--- src/rtl/crank_sync_sequencer.sv ---
// Missing-tooth crank decoder: 720-degree tooth position, per-cylinder stroke and injection/ignition windows.
// Latency: tooth_edge/tooth_pos/tooth_period 3 clk after ckp is first sampled high, stroke/allow_* 1 clk later; no backpressure.
module crank_sync_sequencer #(
    parameter int NUM_TEETH     = 36,
    parameter int MISSING_TEETH = 1,
    parameter int CYLINDERS     = 4,
    parameter int PERIOD_WIDTH  = 24,
    parameter int STALL_CYCLES  = 12500000,
    parameter int GAP_SHIFT     = 1,
    parameter int CAM_ENABLE    = 1
) (
    input  logic                             clk,
    input  logic                             reset,
    input  logic                             on,
    input  logic                             ckp,
    input  logic                             cmp,
    output logic                             sync,
    output logic                             tooth_edge,
    output logic [$clog2(2*NUM_TEETH)-1:0]   tooth_pos,
    output logic [PERIOD_WIDTH-1:0]          tooth_period,
    output logic [CYLINDERS*2-1:0]           stroke,
    output logic [CYLINDERS-1:0]             allow_injection,
    output logic [CYLINDERS-1:0]             allow_ignition,
    output logic                             stall
);
    localparam int POS_W      = $clog2(2*NUM_TEETH);
    localparam int LAST_TOOTH = NUM_TEETH - MISSING_TEETH - 1;
    localparam logic [PERIOD_WIDTH-1:0] STALL_LIMIT = PERIOD_WIDTH'(STALL_CYCLES);

    if ((NUM_TEETH % 2) != 0 || MISSING_TEETH < 1 || MISSING_TEETH > NUM_TEETH/4 ||
        ((2*NUM_TEETH) % CYLINDERS) != 0) begin : g_bad_params
        $error("crank_sync_sequencer: illegal NUM_TEETH/MISSING_TEETH/CYLINDERS combination");
    end

    typedef enum logic [1:0] {IDLE, SEEK, SYNCED, LOST} state_t;

    state_t                  state;
    logic [1:0]              ckp_sync_q;
    logic [1:0]              cmp_sync_q;
    logic                    ckp_last;
    logic                    edge_evt;
    logic [PERIOD_WIDTH-1:0] cnt;
    logic [PERIOD_WIDTH-1:0] prev_period;
    logic [1:0]              edge_cnt;

    logic [PERIOD_WIDTH:0]   gap_thresh;
    logic                    gap;
    logic                    cmp_s;
    logic                    at_last_tooth;
    logic                    cam_ok;
    logic [POS_W-1:0]        boundary;
    logic [POS_W-1:0]        pos_inc;

    // Edge event is registered once more so the FSM sees it 3 clk after the first high sample.
    always_ff @(posedge clk) begin
        if (reset) begin
            ckp_sync_q <= '0;
            cmp_sync_q <= '0;
            ckp_last   <= 1'b0;
            edge_evt   <= 1'b0;
        end else begin
            ckp_sync_q <= {ckp_sync_q[0], ckp};
            cmp_sync_q <= {cmp_sync_q[0], cmp};
            ckp_last   <= ckp_sync_q[1];
            edge_evt   <= ckp_sync_q[1] & ~ckp_last;
        end
    end

    always_comb begin
        cmp_s         = cmp_sync_q[1];
        gap_thresh    = {1'b0, prev_period} + {1'b0, prev_period >> GAP_SHIFT};
        gap           = ({1'b0, cnt} > gap_thresh) && edge_cnt[1];
        at_last_tooth = (tooth_pos == POS_W'(LAST_TOOTH)) ||
                        (tooth_pos == POS_W'(LAST_TOOTH + NUM_TEETH));
        boundary      = (tooth_pos < POS_W'(NUM_TEETH)) ? POS_W'(NUM_TEETH) : '0;
        cam_ok        = (CAM_ENABLE == 0) || (cmp_s == (boundary == '0));
        pos_inc       = (tooth_pos == POS_W'(2*NUM_TEETH - 1)) ? '0 : tooth_pos + POS_W'(1);
    end

    always_ff @(posedge clk) begin
        if (reset || !on) begin
            state        <= IDLE;
            cnt          <= '0;
            prev_period  <= '0;
            tooth_period <= '0;
            edge_cnt     <= '0;
            tooth_pos    <= '0;
            tooth_edge   <= 1'b0;
            sync         <= 1'b0;
            stall        <= 1'b0;
        end else begin
            tooth_edge <= 1'b0;
            if (edge_evt) begin
                cnt          <= PERIOD_WIDTH'(1);
                tooth_period <= cnt;
                prev_period  <= tooth_period;
                stall        <= 1'b0;
            end else begin
                if (~&cnt) cnt <= cnt + PERIOD_WIDTH'(1);
                if (cnt == STALL_LIMIT) stall <= 1'b1;
            end

            if (edge_evt && state != IDLE && !edge_cnt[1])
                edge_cnt <= edge_cnt + 2'd1;

            if (!edge_evt && cnt == STALL_LIMIT) begin
                state     <= IDLE;
                sync      <= 1'b0;
                tooth_pos <= '0;
                edge_cnt  <= '0;
            end else begin
                case (state)
                    IDLE: begin
                        tooth_pos <= '0;
                        edge_cnt  <= '0;
                        sync      <= 1'b0;
                        state     <= SEEK;
                    end
                    SEEK: if (edge_evt) begin
                        tooth_edge <= 1'b1;
                        if (gap) begin
                            tooth_pos <= (CAM_ENABLE == 0 || cmp_s) ? '0 : POS_W'(NUM_TEETH);
                            sync      <= 1'b1;
                            state     <= SYNCED;
                        end
                    end
                    SYNCED: if (edge_evt) begin
                        tooth_edge <= 1'b1;
                        if (gap) begin
                            if (at_last_tooth && cam_ok) begin
                                tooth_pos <= boundary;
                            end else begin
                                sync  <= 1'b0;
                                state <= LOST;
                            end
                        end else if (at_last_tooth) begin
                            // A regular tooth where the gap belongs: the gap was missed.
                            sync  <= 1'b0;
                            state <= LOST;
                        end else begin
                            tooth_pos <= pos_inc;
                        end
                    end
                    default: begin
                        if (edge_evt) tooth_edge <= 1'b1;
                        state <= SEEK;
                    end
                endcase
            end
        end
    end

    logic [CYLINDERS*2-1:0] stroke_nxt;
    logic [CYLINDERS-1:0]   inj_nxt;
    logic [CYLINDERS-1:0]   ign_nxt;

    always_comb begin
        int         p;
        logic [1:0] s;
        stroke_nxt = '0;
        inj_nxt    = '0;
        ign_nxt    = '0;
        p          = 0;
        s          = '0;
        for (int i = 0; i < CYLINDERS; i++) begin
            p = (int'(tooth_pos) + 2*NUM_TEETH - (i*2*NUM_TEETH)/CYLINDERS) % (2*NUM_TEETH);
            s = 2'(p / (NUM_TEETH/2));
            stroke_nxt[2*i +: 2] = s;
            inj_nxt[i]           = (s == 2'd0);
            ign_nxt[i]           = (s == 2'd1);
        end
    end

    always_ff @(posedge clk) begin
        if (reset || !on || !sync) begin
            stroke          <= '0;
            allow_injection <= '0;
            allow_ignition  <= '0;
        end else begin
            stroke          <= stroke_nxt;
            allow_injection <= inj_nxt;
            allow_ignition  <= ign_nxt;
        end
    end
endmodule

--- config.mk ---
export PLATFORM = sky130hd
export DESIGN_NAME = crank_sync_sequencer
export DESIGN_NICKNAME = d
export VERILOG_FILES = /design/src/rtl/crank_sync_sequencer.sv
export SDC_FILE = /design/constraint.sdc
export NUM_CORES = 1
export LEC_CHECK = 0
export BUFFER_PORTS_ARGS = -buffer_cell sky130_fd_sc_hd__buf_2
export CAP_MARGIN = 20
export CORE_MARGIN = 5
export CORE_UTILIZATION = 45
export CTS_CLUSTER_SIZE = 14
export DETAILED_ROUTE_END_ITERATION = 12
export PLACE_DENSITY = 0.74
export SYNTH_ARGS = -nofsm -noshare
export SYNTH_HDL_FRONTEND = slang
export SYNTH_SLANG_ARGS = --single-unit
--- constraint.sdc ---
create_clock -name clk -period 6 [get_ports clk]
set_clock_uncertainty 0.05 [all_clocks]
set_input_delay 0.6 -clock clk [delete_from_list [all_inputs] [get_ports clk]]
set_output_delay 0.6 -clock clk [all_outputs]
set_load 0.01 [all_outputs]
==> reports/metrics.csv <==
metric;value;unit
outcome;finished with violations;
violations;setup timing;
synth-simple-area-share;0.2364;
max_slew.worst_pin.slew;1.028;ns
p_leak;5.027;nW
setup_violations;3;
syn_avg_cell_area;7.676;sq um
reg2reg_from;prev_period[1];
crit_top_cell;a21oi_2;
multiInputGateArea;8015;sq um
cts-root-buf;clkbuf_16;
yosysUniqueCellTypes;99;
drv_slew;0;
rr_endpoint;tooth_pos[6];
wl;27430;microns
fillers;2052;
post-dp-hpwl;20900;microns
drcViolationCount;0;
drive_gt1_frac;0.1959;
critical_path_peak_fanout;4;
hp-class;flip-flop to flip-flop;
synthArstFlopShare;0;
synthesis.nets;1433;
ir_worst_vdd;0.1424;mV
cp.buffers_inverters;1;
path_class;flip-flop to flip-flop;
synth_fa_ha_area_frac;0.1016;
gp_congestion;0.9388;
grt_use_total;0.2011;
clk_latency;0.37;ns
hold_depth;1;
crit_arrival;6.35;ns
rsz0062_at_grt;true;
netlist_area;10340;sq um
cp_top_family;compound AO/OA/AOI/OAI gates;
reg2reg_slack;-0.10;ns
reg2reg_depth;33;
worstSetupEndpointType;flip-flop;
slowest_delay;0.40;ns
path_clk_slew;0.08;ns
max_freq;0.1638;GHz
antenna_found_initial;0;
period_share;1.017;
die_area;26110;sq um
crit_required;6.24;ns
p_total;1.481;mW
numCtsBuffers;9;
die_h;161.6;microns
antenna_cells;0;
grt_pass1_wl;45390;microns
fin_ws;-0.1040;ns
power_density;120.2;nW/um^2
hold_buffers;0;
synth-main-ff-cell;dfxtp_1;
die_w;161.6;microns
tns;-0.2697;ns
synth_compound_area_frac;0.2448;
cts_tree;built;
seq_area;2171;sq um
ant_nets;0;
yosysWarnings;0;
relSlewSlack;0.3144;
grt_start_max_net_pins;56;
critPathLaunchType;flip-flop;
core;22640;sq um
drv_cap;0;
crit_slowest_cell;or3_4;
period_needed;6.104;ns
yosysSeqAreaShare;0.2091;
hold_viol;0;
h-tree-depth;3;
area_growth_syn_to_layout;19.22;%
num_rows;55;
io_buffers;54;
grt_pass1_vias;9993;
worstHoldEndpoint;edge_evt;
synth_xor_area_frac;0.09826;
synth_edf_count;0;
nets;1582;
clkSinkCount;108;
postSynthCellCount;1347;
vias;10530;
synth_top_family_by_area;compound AO/OA/AOI/OAI gates;
worstHoldStart;ckp_last;
gr-total-overflow;0;
avgRoutedWirePerCell;15.36;microns
drtIter0Drc;812;
synth_mux_area_frac;0.07079;
ios;55;
synth.ff_latch_count;108;
vias_per_cell;5.895;
dr.pass1.iters;5;
start_util;0.4567;
clk_path_buf_depth;2;
cell usage in the layout (no fill, tap or decap), types with 10 or more instances in the layout:
master,count
o21ai_0,61
buf_4,129
nand2b_1,14
and2_1,16
nand2_1,75
inv_1,48
a21oi_1,90
mux2i_1,65
buf_2,54
a21o_1,14
nor3_1,42
dfxtp_1,105
nor2_1,161
a21oi_2,13
or3_1,12
a31oi_1,23
o211ai_1,12
xor2_1,44
o21bai_1,15
o21ai_1,10
o31ai_1,10
a211oi_1,10
nor2b_1,23
xnor2_1,65
nand3_1,48
ha_1,77
nand4_1,23
o21a_1,20
and3_1,11
worst register-to-register path, delay by kind of cell (launching register included):
kind,cells,cell delay (ns)
compound gates,21,3.20
xor+xnor,1,0.15
fa+ha+maj,3,0.78
buf+inv,1,0.15
flops,1,0.37
simple gates,7,1.35
per-layer routing:
metal / up-vias / track usage / wire [microns]
li1: 5229 / - / -
met1: 4946 / 0.2416 / 11870
met2: 297 / 0.3682 / 13550
met3: 56 / 0.03088 / 1310
met4: 0 / 0.06165 / 688
met5: - / 0 / 0
cells by family (layout without fill, tap and decap cells):
logic type,Yosys count,in the layout
adder cells (fa/ha/maj),84,84
AND/OR/NAND/NOR,493,493
flip-flops,108,108
multiplexers,72,72
AO/OA/AOI/OAI,375,375
buffers and inverters,101,255
other,1,1
XOR/XNOR,113,113
stage by stage:
stage / hold slack [ns] / instance area, sq um / utilization / std cells / setup slack (ns)
2_1_floorplan: 0.3174 / 10430 / - / 1347 / 0.004238
3_3_place_gp: 0.3126 / 11720 / 0.5178 / 1754 / -0.07042
3_5_place_dp: 0.3158 / 11730 / 0.5182 / 1755 / -0.2004
4_1_cts: 0.3268 / 12140 / 0.5364 / 1780 / -0.05705
5_1_grt: 0.3366 / 12330 / 0.5445 / 1786 / -0.4523
6_report: 0.3260 / 12330 / 0.5445 / 1786 / -0.1040
Yosys cell counts (11+ instances only):
cell,n,share of area
xnor2_1,67,0.057
nand4_1,23,0.014
and2_1,18,0.011
o21bai_1,15,0.011
nand2_1,77,0.028
nor3_1,45,0.022
a211oi_1,12,0.0087
o21ai_0,68,0.033
inv_1,48,0.017
nor2_1,163,0.059
o21a_1,20,0.015
and3_1,11,0.0067
dfxtp_1,108,0.21
xor2_1,44,0.037
or3_1,13,0.0079
nor2b_1,23,0.014
mux2i_1,66,0.064
o31ai_1,11,0.0080
a21o_1,14,0.010
ha_1,80,0.097
a21oi_1,102,0.049
clkbuf_1,38,0.014
a31oi_1,24,0.015
nand2b_1,16,0.0097
o211ai_1,12,0.0087
nand3_1,48,0.023
worst max path at each step:
stage                   startpoint           end  slack [ns]  depth (start not counted)
global placement    prev_period[1]  tooth_pos[3]       -0.07                         31
finish              prev_period[1]  tooth_pos[6]       -0.10                         33
global route        prev_period[1]  tooth_pos[4]       -0.45                         32
detailed placement  prev_period[1]  tooth_pos[4]       -0.20                         32
CTS                 prev_period[1]  tooth_pos[4]       -0.06                         32
floorplan             tooth_pos[4]     stroke[5]       0.004                         24
power breakdown:
group          switching [mW]  internal (mW)
clock                   0.299          0.334
combinational          0.0690         0.0565
sequential            0.00315          0.719
total                   0.372           1.11
final cells by class:
class / count / share of cell area
Clock buffer: 10 / 0.01857
Clock inverter: 6 / 0.006801
Inverter: 53 / 0.01614
Multi-Input combinational cell: 1138 / 0.6502
Sequential cell: 108 / 0.1761
Tap cell: 285 / 0.02893
Timing Repair Buffer: 186 / 0.1032
timing repair:
item | CTS | global route
endpoints found under the hold margin | 0 | 0
gates resized for setup | 8 | 36
buffers inserted | 9 | 6
endpoints found under the setup margin | 4 | 25
pin swaps | 10 | 9
flip-flops by register name, summed over array words and instances (netlist names):
register / count
tooth_edge: 1
stall: 1
allow_ignition: 4
prev_period: 24
tooth_period: 24
cnt: 24
ckp_last: 1
allow_injection: 4
edge_cnt: 2
edge_evt: 1
tooth_pos: 7
state: 2
stroke: 8
cmp_sync_q: 2
sync: 1
ckp_sync_q: 2
(Power assumes the default switching activity.)
